<file path="config.mk">
export PLATFORM = sky130hd
export DESIGN_NAME = core_output_buf
export DESIGN_NICKNAME = d
export VERILOG_FILES = /design/src/rtl/core_output_buf.sv
export SDC_FILE = /design/constraint.sdc
export NUM_CORES = 1
export LEC_CHECK = 0
export ABC_AREA = 1
export CAP_MARGIN = 20
export CORE_MARGIN = 1.5
export CORE_UTILIZATION = 66
export CTS_CLUSTER_SIZE = 28
export DETAILED_ROUTE_END_ITERATION = 8
export GPL_TIMING_DRIVEN = 0
export HOLD_SLACK_MARGIN = 0.15
export PLACE_DENSITY_LB_ADDON = 0.08
export SYNTH_ARGS = -nofsm -noshare
export SYNTH_HDL_FRONTEND = slang
export SYNTH_SLANG_ARGS = --single-unit
</file>
<file path="constraint.sdc">
create_clock -name clk -period 10.2 [get_ports clk]
set_clock_uncertainty 0.1 [all_clocks]
set_input_delay 2.04 -clock clk [delete_from_list [all_inputs] [get_ports clk]]
set_output_delay 2.04 -clock clk [all_outputs]
set_load 0.02 [all_outputs]
</file>
<file path="src/rtl/core_output_buf.sv">
// core_output_buf: slot buffer capturing 8-word sha512crypt core records and replaying them word by word
module core_output_buf #(
   parameter int SLOTS    = 2,
   parameter int GAP_SYNC = 4
) (
   input  logic        clk,
   input  logic        rst,
   input  logic [63:0] core_dout,
   input  logic        core_dout_en,
   input  logic        core_dout_ctx_num,
   input  logic        core_dout_seq_num,
   output logic [63:0] dout,
   output logic        dout_ctx_num,
   output logic        dout_seq_num,
   output logic [2:0]  dout_word_idx,
   output logic        empty,
   input  logic        rd_en,
   output logic        overflow
);
   localparam int SW = $clog2(SLOTS);
   localparam int GW = $clog2(GAP_SYNC + 1);
   localparam logic [GW-1:0] GAP_LAST = GW'(GAP_SYNC - 1);
   typedef enum logic [1:0] {SYNC, IDLE, CAPTURE, DROP} state_t;
   state_t            state_q, state_d;
   logic [GW-1:0]     gap_q, gap_d;
   logic [SW-1:0]     wr_slot_q, wr_slot_d, rd_slot_q, rd_slot_d;
   logic [2:0]        wr_cnt_q, wr_cnt_d, rd_cnt_q, rd_cnt_d, drop_cnt_q, drop_cnt_d;
   logic [SLOTS-1:0]  full_q, full_d, ctx_q, ctx_d, seq_q, seq_d;
   logic              overflow_q, overflow_d, wr_pend_q, wr_pend_d, wr_last_q, wr_last_d;
   logic [SW+2:0]     wr_addr_q, wr_addr_d;
   logic [63:0]       mem_q [SLOTS*8];
   always_comb begin
      state_d    = state_q;
      gap_d      = gap_q;
      wr_slot_d  = wr_slot_q;
      wr_cnt_d   = wr_cnt_q;
      drop_cnt_d = drop_cnt_q;
      rd_slot_d  = rd_slot_q;
      rd_cnt_d   = rd_cnt_q;
      full_d     = full_q;
      ctx_d      = ctx_q;
      seq_d      = seq_q;
      overflow_d = overflow_q;
      wr_pend_d  = 1'b0;
      wr_last_d  = 1'b0;
      wr_addr_d  = wr_addr_q;
      // A slot becomes readable on the edge that stores its last word
      if (wr_pend_q && wr_last_q) full_d[wr_addr_q[SW+2:3]] = 1'b1;
      if (rd_en && full_q[rd_slot_q]) begin
         rd_cnt_d = rd_cnt_q + 1'b1;
         if (rd_cnt_q == 3'd7) begin
            full_d[rd_slot_q] = 1'b0;
            rd_slot_d = rd_slot_q + 1'b1;
         end
      end
      case (state_q)
         SYNC: begin
            gap_d = core_dout_en ? '0 : gap_q + 1'b1;
            if (!core_dout_en && gap_q == GAP_LAST) begin
               gap_d   = '0;
               state_d = IDLE;
            end
         end
         IDLE: if (core_dout_en) begin
            if (full_q[wr_slot_q]) begin
               state_d    = DROP;
               drop_cnt_d = 3'd1;
               overflow_d = 1'b1;
            end else begin
               state_d           = CAPTURE;
               wr_pend_d         = 1'b1;
               wr_addr_d         = {wr_slot_q, 3'd0};
               wr_cnt_d          = 3'd1;
               ctx_d[wr_slot_q]  = core_dout_ctx_num;
               seq_d[wr_slot_q]  = core_dout_seq_num;
            end
         end
         CAPTURE: if (core_dout_en) begin
            wr_pend_d = 1'b1;
            wr_addr_d = {wr_slot_q, wr_cnt_q};
            wr_cnt_d  = wr_cnt_q + 1'b1;
            if (wr_cnt_q == 3'd7) begin
               wr_last_d = 1'b1;
               wr_slot_d = wr_slot_q + 1'b1;
               state_d   = IDLE;
            end
         end
         DROP: if (core_dout_en) begin
            drop_cnt_d = drop_cnt_q + 1'b1;
            if (drop_cnt_q == 3'd7) state_d = IDLE;
         end
         default: state_d = SYNC;
      endcase
   end
   always_ff @(posedge clk) begin
      if (rst) begin
         state_q    <= SYNC;
         gap_q      <= '0;
         wr_slot_q  <= '0;
         wr_cnt_q   <= '0;
         drop_cnt_q <= '0;
         rd_slot_q  <= '0;
         rd_cnt_q   <= '0;
         full_q     <= '0;
         ctx_q      <= '0;
         seq_q      <= '0;
         overflow_q <= 1'b0;
         wr_pend_q  <= 1'b0;
         wr_last_q  <= 1'b0;
         wr_addr_q  <= '0;
      end else begin
         state_q    <= state_d;
         gap_q      <= gap_d;
         wr_slot_q  <= wr_slot_d;
         wr_cnt_q   <= wr_cnt_d;
         drop_cnt_q <= drop_cnt_d;
         rd_slot_q  <= rd_slot_d;
         rd_cnt_q   <= rd_cnt_d;
         full_q     <= full_d;
         ctx_q      <= ctx_d;
         seq_q      <= seq_d;
         overflow_q <= overflow_d;
         wr_pend_q  <= wr_pend_d;
         wr_last_q  <= wr_last_d;
         wr_addr_q  <= wr_addr_d;
      end
   end
   always_ff @(posedge clk) begin
      if (wr_pend_q && !rst) mem_q[wr_addr_q] <= core_dout;
   end
   assign dout          = mem_q[{rd_slot_q, rd_cnt_q}];
   assign dout_ctx_num  = ctx_q[rd_slot_q];
   assign dout_seq_num  = seq_q[rd_slot_q];
   assign dout_word_idx = rd_cnt_q;
   assign empty         = ~full_q[rd_slot_q];
   assign overflow      = overflow_q;
endmodule

</file>
; After elaboration in Yosys (flattened, before gate mapping)
; Memories as Yosys holds them, arrays and structs flattened.
; Index checks and enable logic that the tools add are counted.
[totals]
mem_count = 1
regBits = 29
latchBits = 0
elab_cells = 117
in_bits = 70
ram_bits = 1024
romBits = 0
[mem_list]
columns = memory, words, word_bits, rd, rd_clocked_by_memory_dff, wr, line
row1 = mem_q, 16, 64, 1, 0, 1, 31  ; logic [63:0] mem_q [SLOTS*8];
[classes]
mul = 0
eq_ne = 15
shift = 0
muxes = 48
reduce_logical = 20
n_addsub = 6
bitwise_logic = 7
div = 0
n_lt_le_gt_ge = 6
[ops]
columns = cell, n
row1 = 3-bit two-way mux, 8
row2 = 1-bit two-way mux, 18
row3 = 2-bit two-way mux, 9
row4 = 2-bit != test (second input constant), 8
row5 = 3-bit by 1-bit adder with 3-bit output (second input constant), 4
row6 = 4-bit two-way mux, 3
row7 = 3-bit case mux with 2 select lines, 2
row8 = 3-bit equality test (second input constant), 3
row9 = 3-bit AND reduction, 3
row10 = 2-bit case mux with 4 select lines, 1
row11 = 4-bit case mux with 2 select lines, 1
row12 = 4-bit AND reduction, 2
row13 = 1-bit logical AND, 7
row14 = 1-bit by 2-bit < comparator with 1-bit output (second input constant), 3
row15 = 6-bit AND reduction, 1
row16 = 2-bit bitwise mux, 2
row17 = 2-bit equality test (second input constant), 2
row18 = 1-bit inverter, 4
row19 = 2-bit nonzero test, 2
row20 = 1-bit demux with 1-bit select, 3
row21 = 3-bit by 2-bit equality test with 1-bit output (second input constant), 1
row22 = 1-bit >= comparator (second input constant), 3
row23 = 3-bit OR reduction, 1
row24 = 1-bit adder (second input constant), 2
row25 = 8 further kinds, 9

; Logic depth before layout (Yosys ltp)
[logic_depth]
word_depth = 9
mapped_depth = 10
ltp_nobuf = 9

; Worst setup path after synthesis
; No wires, ideal clock.
[synth_path]
path_type = in2reg
from = input port rst
to = memory mem_q[10][0] (enable)
path_slack_ns = 4.542
arrival_time_ns = 5.072
cell_stages = 3
required_time_ns = 9.613
cell_sequence = nor2_1 > nand3b_1 > nor2_1
[synth_between]
elab_chain_len = 4
[synth_lines]
columns = element, line
row1 = from (decl), 7  ; input logic rst,
row2 = 1-bit logical NOT, 129  ; if (wr_pend_q && !rst) mem_q[wr_addr_q] <= core_dout;
row3 = 1-bit logical AND, 129
row4 = 1-bit two-way mux, 129
row5 = 1-bit two-way mux (not written as such), 129
row6 = to (decl), 31
; No other way between the ends.

; Worst setup path after layout
[layout_path]
from = register rd_cnt_q[1], in the netlist dout_word_idx[1]
to = output port dout[12]
[layout_between]
elab_chain_len = 1
[layout_lines]
columns = element, line
row1 = from (decl), 27  ; logic [2:0] wr_cnt_q, wr_cnt_d, rd_cnt_q, rd_cnt_d, drop_cnt_q, drop_cnt_d;
row2 = from (signal assigned), 118  ; rd_cnt_q <= rd_cnt_d;
row3 = memory read 16 x 64 bit, -
row4 = to (decl), 12  ; output logic [63:0] dout,
; No other way between the ends.

==> impl_metrics.env <==
export IMPL_post_cts_buffers=0
export IMPL_ys_seq_area_share_pct=69.1
export IMPL_tightestPinTransition_ps=971
export IMPL_cap_violations=0
export IMPL_slew_headroom_pct=35.1
export IMPL_cp_data_arrival_time_ps=3550
export IMPL_layout_common_cells="nand2_1, edfxtp_1, inv_1, nand3_1, clkdlybuf4s50_1"
export IMPL_portBuffers=140
export IMPL_num_rows=95
export IMPL_drtAntennaViolNets=0
export IMPL_fmax_mhz=176
export IMPL_dieArea_um2=70200
export IMPL_yosysUniqueCellTypes=21
export IMPL_tritoncts="built"
export IMPL_busiest_layer="met2"
export IMPL_outcome="complete, no violations"
export IMPL_yosys_warnings=0
export IMPL_grt_met2_usage_pct=55.7
export IMPL_cpMaxStageDelayCell="buf_2"
export IMPL_cts_buffer_depth=3
export IMPL_path_max_fanout=10
export IMPL_gr_total_overflow=0
export IMPL_worstSetupPathType="reg -> out"
export IMPL_total_power_mw=8.63
export IMPL_die_w_um=265
export IMPL_timing_final_crit_share_pct=55.8
export IMPL_cts_resized=0
export IMPL_p_leak_nw=22.0
export IMPL_worst_setup_path_start_kind="flip-flop"
export IMPL_setup_viol=0
export IMPL_p_per_area_nw_per_um2=167
export IMPL_place_hpwl_mm=78.2
export IMPL_ys_seq_elements=1053
export IMPL_clk_latency_ps=670
export IMPL_hold_violations=0
export IMPL_drive_gt1_share_pct=7.92
export IMPL_grt_pass1_wl_mm=178
export IMPL_drc=0
export IMPL_vias=31891
export IMPL_hold_buffers=0
export IMPL_fin_crit_ps=5690
export IMPL_endpoint_kind="output port"
export IMPL_final_nets=4693
export IMPL_synth_nets=4414
export IMPL_avgSynthCellArea_um2=10.5
export IMPL_numCtsBuffers=103
export IMPL_grt_pass1_vias=30916
export IMPL_gp_congestion=0.828
export IMPL_ios=141
export IMPL_syn_area_um2=45300
export IMPL_met1_usage_pct=46.1
export IMPL_cpLargestDelayFamily="buffers and inverters"
export IMPL_cts_root_buf="clkbuf_16"
export IMPL_critPathBufInv=4
export IMPL_final_common_cell="nand2_1"
export IMPL_viasPerCell=5.72
export IMPL_grtUsageTotal_pct=34.2
export IMPL_areaGrowthSynthToFinish_pct=14.4
export IMPL_cts_max_level=3
export IMPL_fin_setup_tns_ps=0
export IMPL_crit_chain="buf_2 > buf_2 > buf_2 > nand3_1 > nand3_1 > nand3_1 > nand2_1 > clkdlybuf4s50_1"
export IMPL_grt_setup_unrepaired="false"
export IMPL_drt_total_wl_mm=119
export IMPL_whs_ps=349
export IMPL_wl_per_cell_um=21.4
export IMPL_coreArea_um2=67500
export IMPL_max_stage_delay_ps=620
export IMPL_grt_max_degree=30
export IMPL_grt_util_met3_pct=5.99
export IMPL_cts_sinks=1053
export IMPL_start_util_pct=67.1
export IMPL_slew_viol_final=0
export IMPL_clk_pin_slew_ps=60
export IMPL_min_delay_path_class="reg -> reg"
export IMPL_die_y_um=265
export IMPL_drtIter0Drc=3921
export IMPL_firstDrtPassIters=8
export IMPL_antenna_found_initial=4
export IMPL_crit_required_ps=8060
export IMPL_peakVddDrop_mv=0.145
export IMPL_syn_inst=4332
## report_power, final
part	leakage, nW	switching, mW	total [mW]	internal, mW
clock	1.56	1.57	3.60	2.04
combinational	11.0	0.169	0.247	0.0774
sequential	9.44	0.0149	4.78	4.77
total	22.0	1.75	8.63	6.89
## synthesized netlist by cell type (all sizes together)
cell type | count | area, µm²
o21ai | 19 | 95.1
ha | 12 | 150
a21oi | 19 | 95.1
nand2 | 1380 | 5180
o21a | 1 | 7.51
dfxtp | 29 | 581
nor2 | 37 | 139
clkbuf | 19 | 71.3
edfxtp | 1024 | 30700
nand3 | 784 | 3930
nand4 | 3 | 18.8
buf | 198 | 1240
inv | 802 | 3020
a22oi | 4 | 30.0
nand3b | 1 | 7.51
## worst reg2reg max path, cell delays in order (launching register included)
cell,delay [ps]
dfxtp_1,350
inv_1,60
nor2_1,200
nand3b_1,370
nor2_4,870
buf_12,300
buf_12,240
## path summary, 6_finish.rpt
check                   startpoint             to  slack, ps  cells after the start
setup / recovery  dout_word_idx[1]       dout[12]       4510                      8
hold / removal            seq_q[0]       seq_q[0]        350                      2
setup reg to reg         wr_pend_q  mem_q[11][22]       7410                      6
hold reg to reg           seq_q[0]       seq_q[0]        350                      2
## state kept, by name, summed over array words and instances, names as in the netlist, 2 cells and up
register	flops
full_q	2
wr_cnt_q	3
gap_q	3
seq_q	2
wr_addr_q	4
state_q	2
drop_cnt_q	3
dout_word_idx	3
ctx_q	2
mem_q	1024
## per-layer routing
| metal | share of wire, % | wire (µm) |
|---|---|---|
| met5 | 0 | 0 |
| met4 | 3.8 | 4580 |
| met3 | 11 | 13400 |
| met2 | 48 | 57100 |
| met1 | 37 | 44100 |
## kinds of logic (layout without fill, tap and decap cells)
kind of cell             Yosys count  in the layout  synth area share (%)
flip-flops                      1053           1053                  69.1
AND/OR/NAND/NOR                 2205           2205                  20.5
other                              0              3                     0
AO/OA/AOI/OAI                     43             43                 0.503
adder cells (fa/ha/maj)           12             12                 0.331
buffers and inverters           1019           1384                  9.56
## metrics by stage
step	util, %	area, µm²	instances	worst slack, ps
5_1_grt	76.7	51800	5570	4460
2_1_floorplan	-	45300	4332	4540
4_1_cts	76.7	51800	5570	4530
6_report	76.8	51800	5573	4510
3_5_place_dp	72.0	48600	5379	5260
3_3_place_gp	70.8	47800	5345	1180
## layout make-up
type	instances	area [µm²]
repair buffers	174	2120
flip-flops and latches	1053	31300
diodes	3	7.51
clock inverters	56	390
multi-input cells	2260	9770
clock buffers	135	2780
fillers	4193	15700
plain buffers	217	1320
well taps	873	1090
inverters	802	3020
Note: power is estimated with default switching activity, not from simulation.
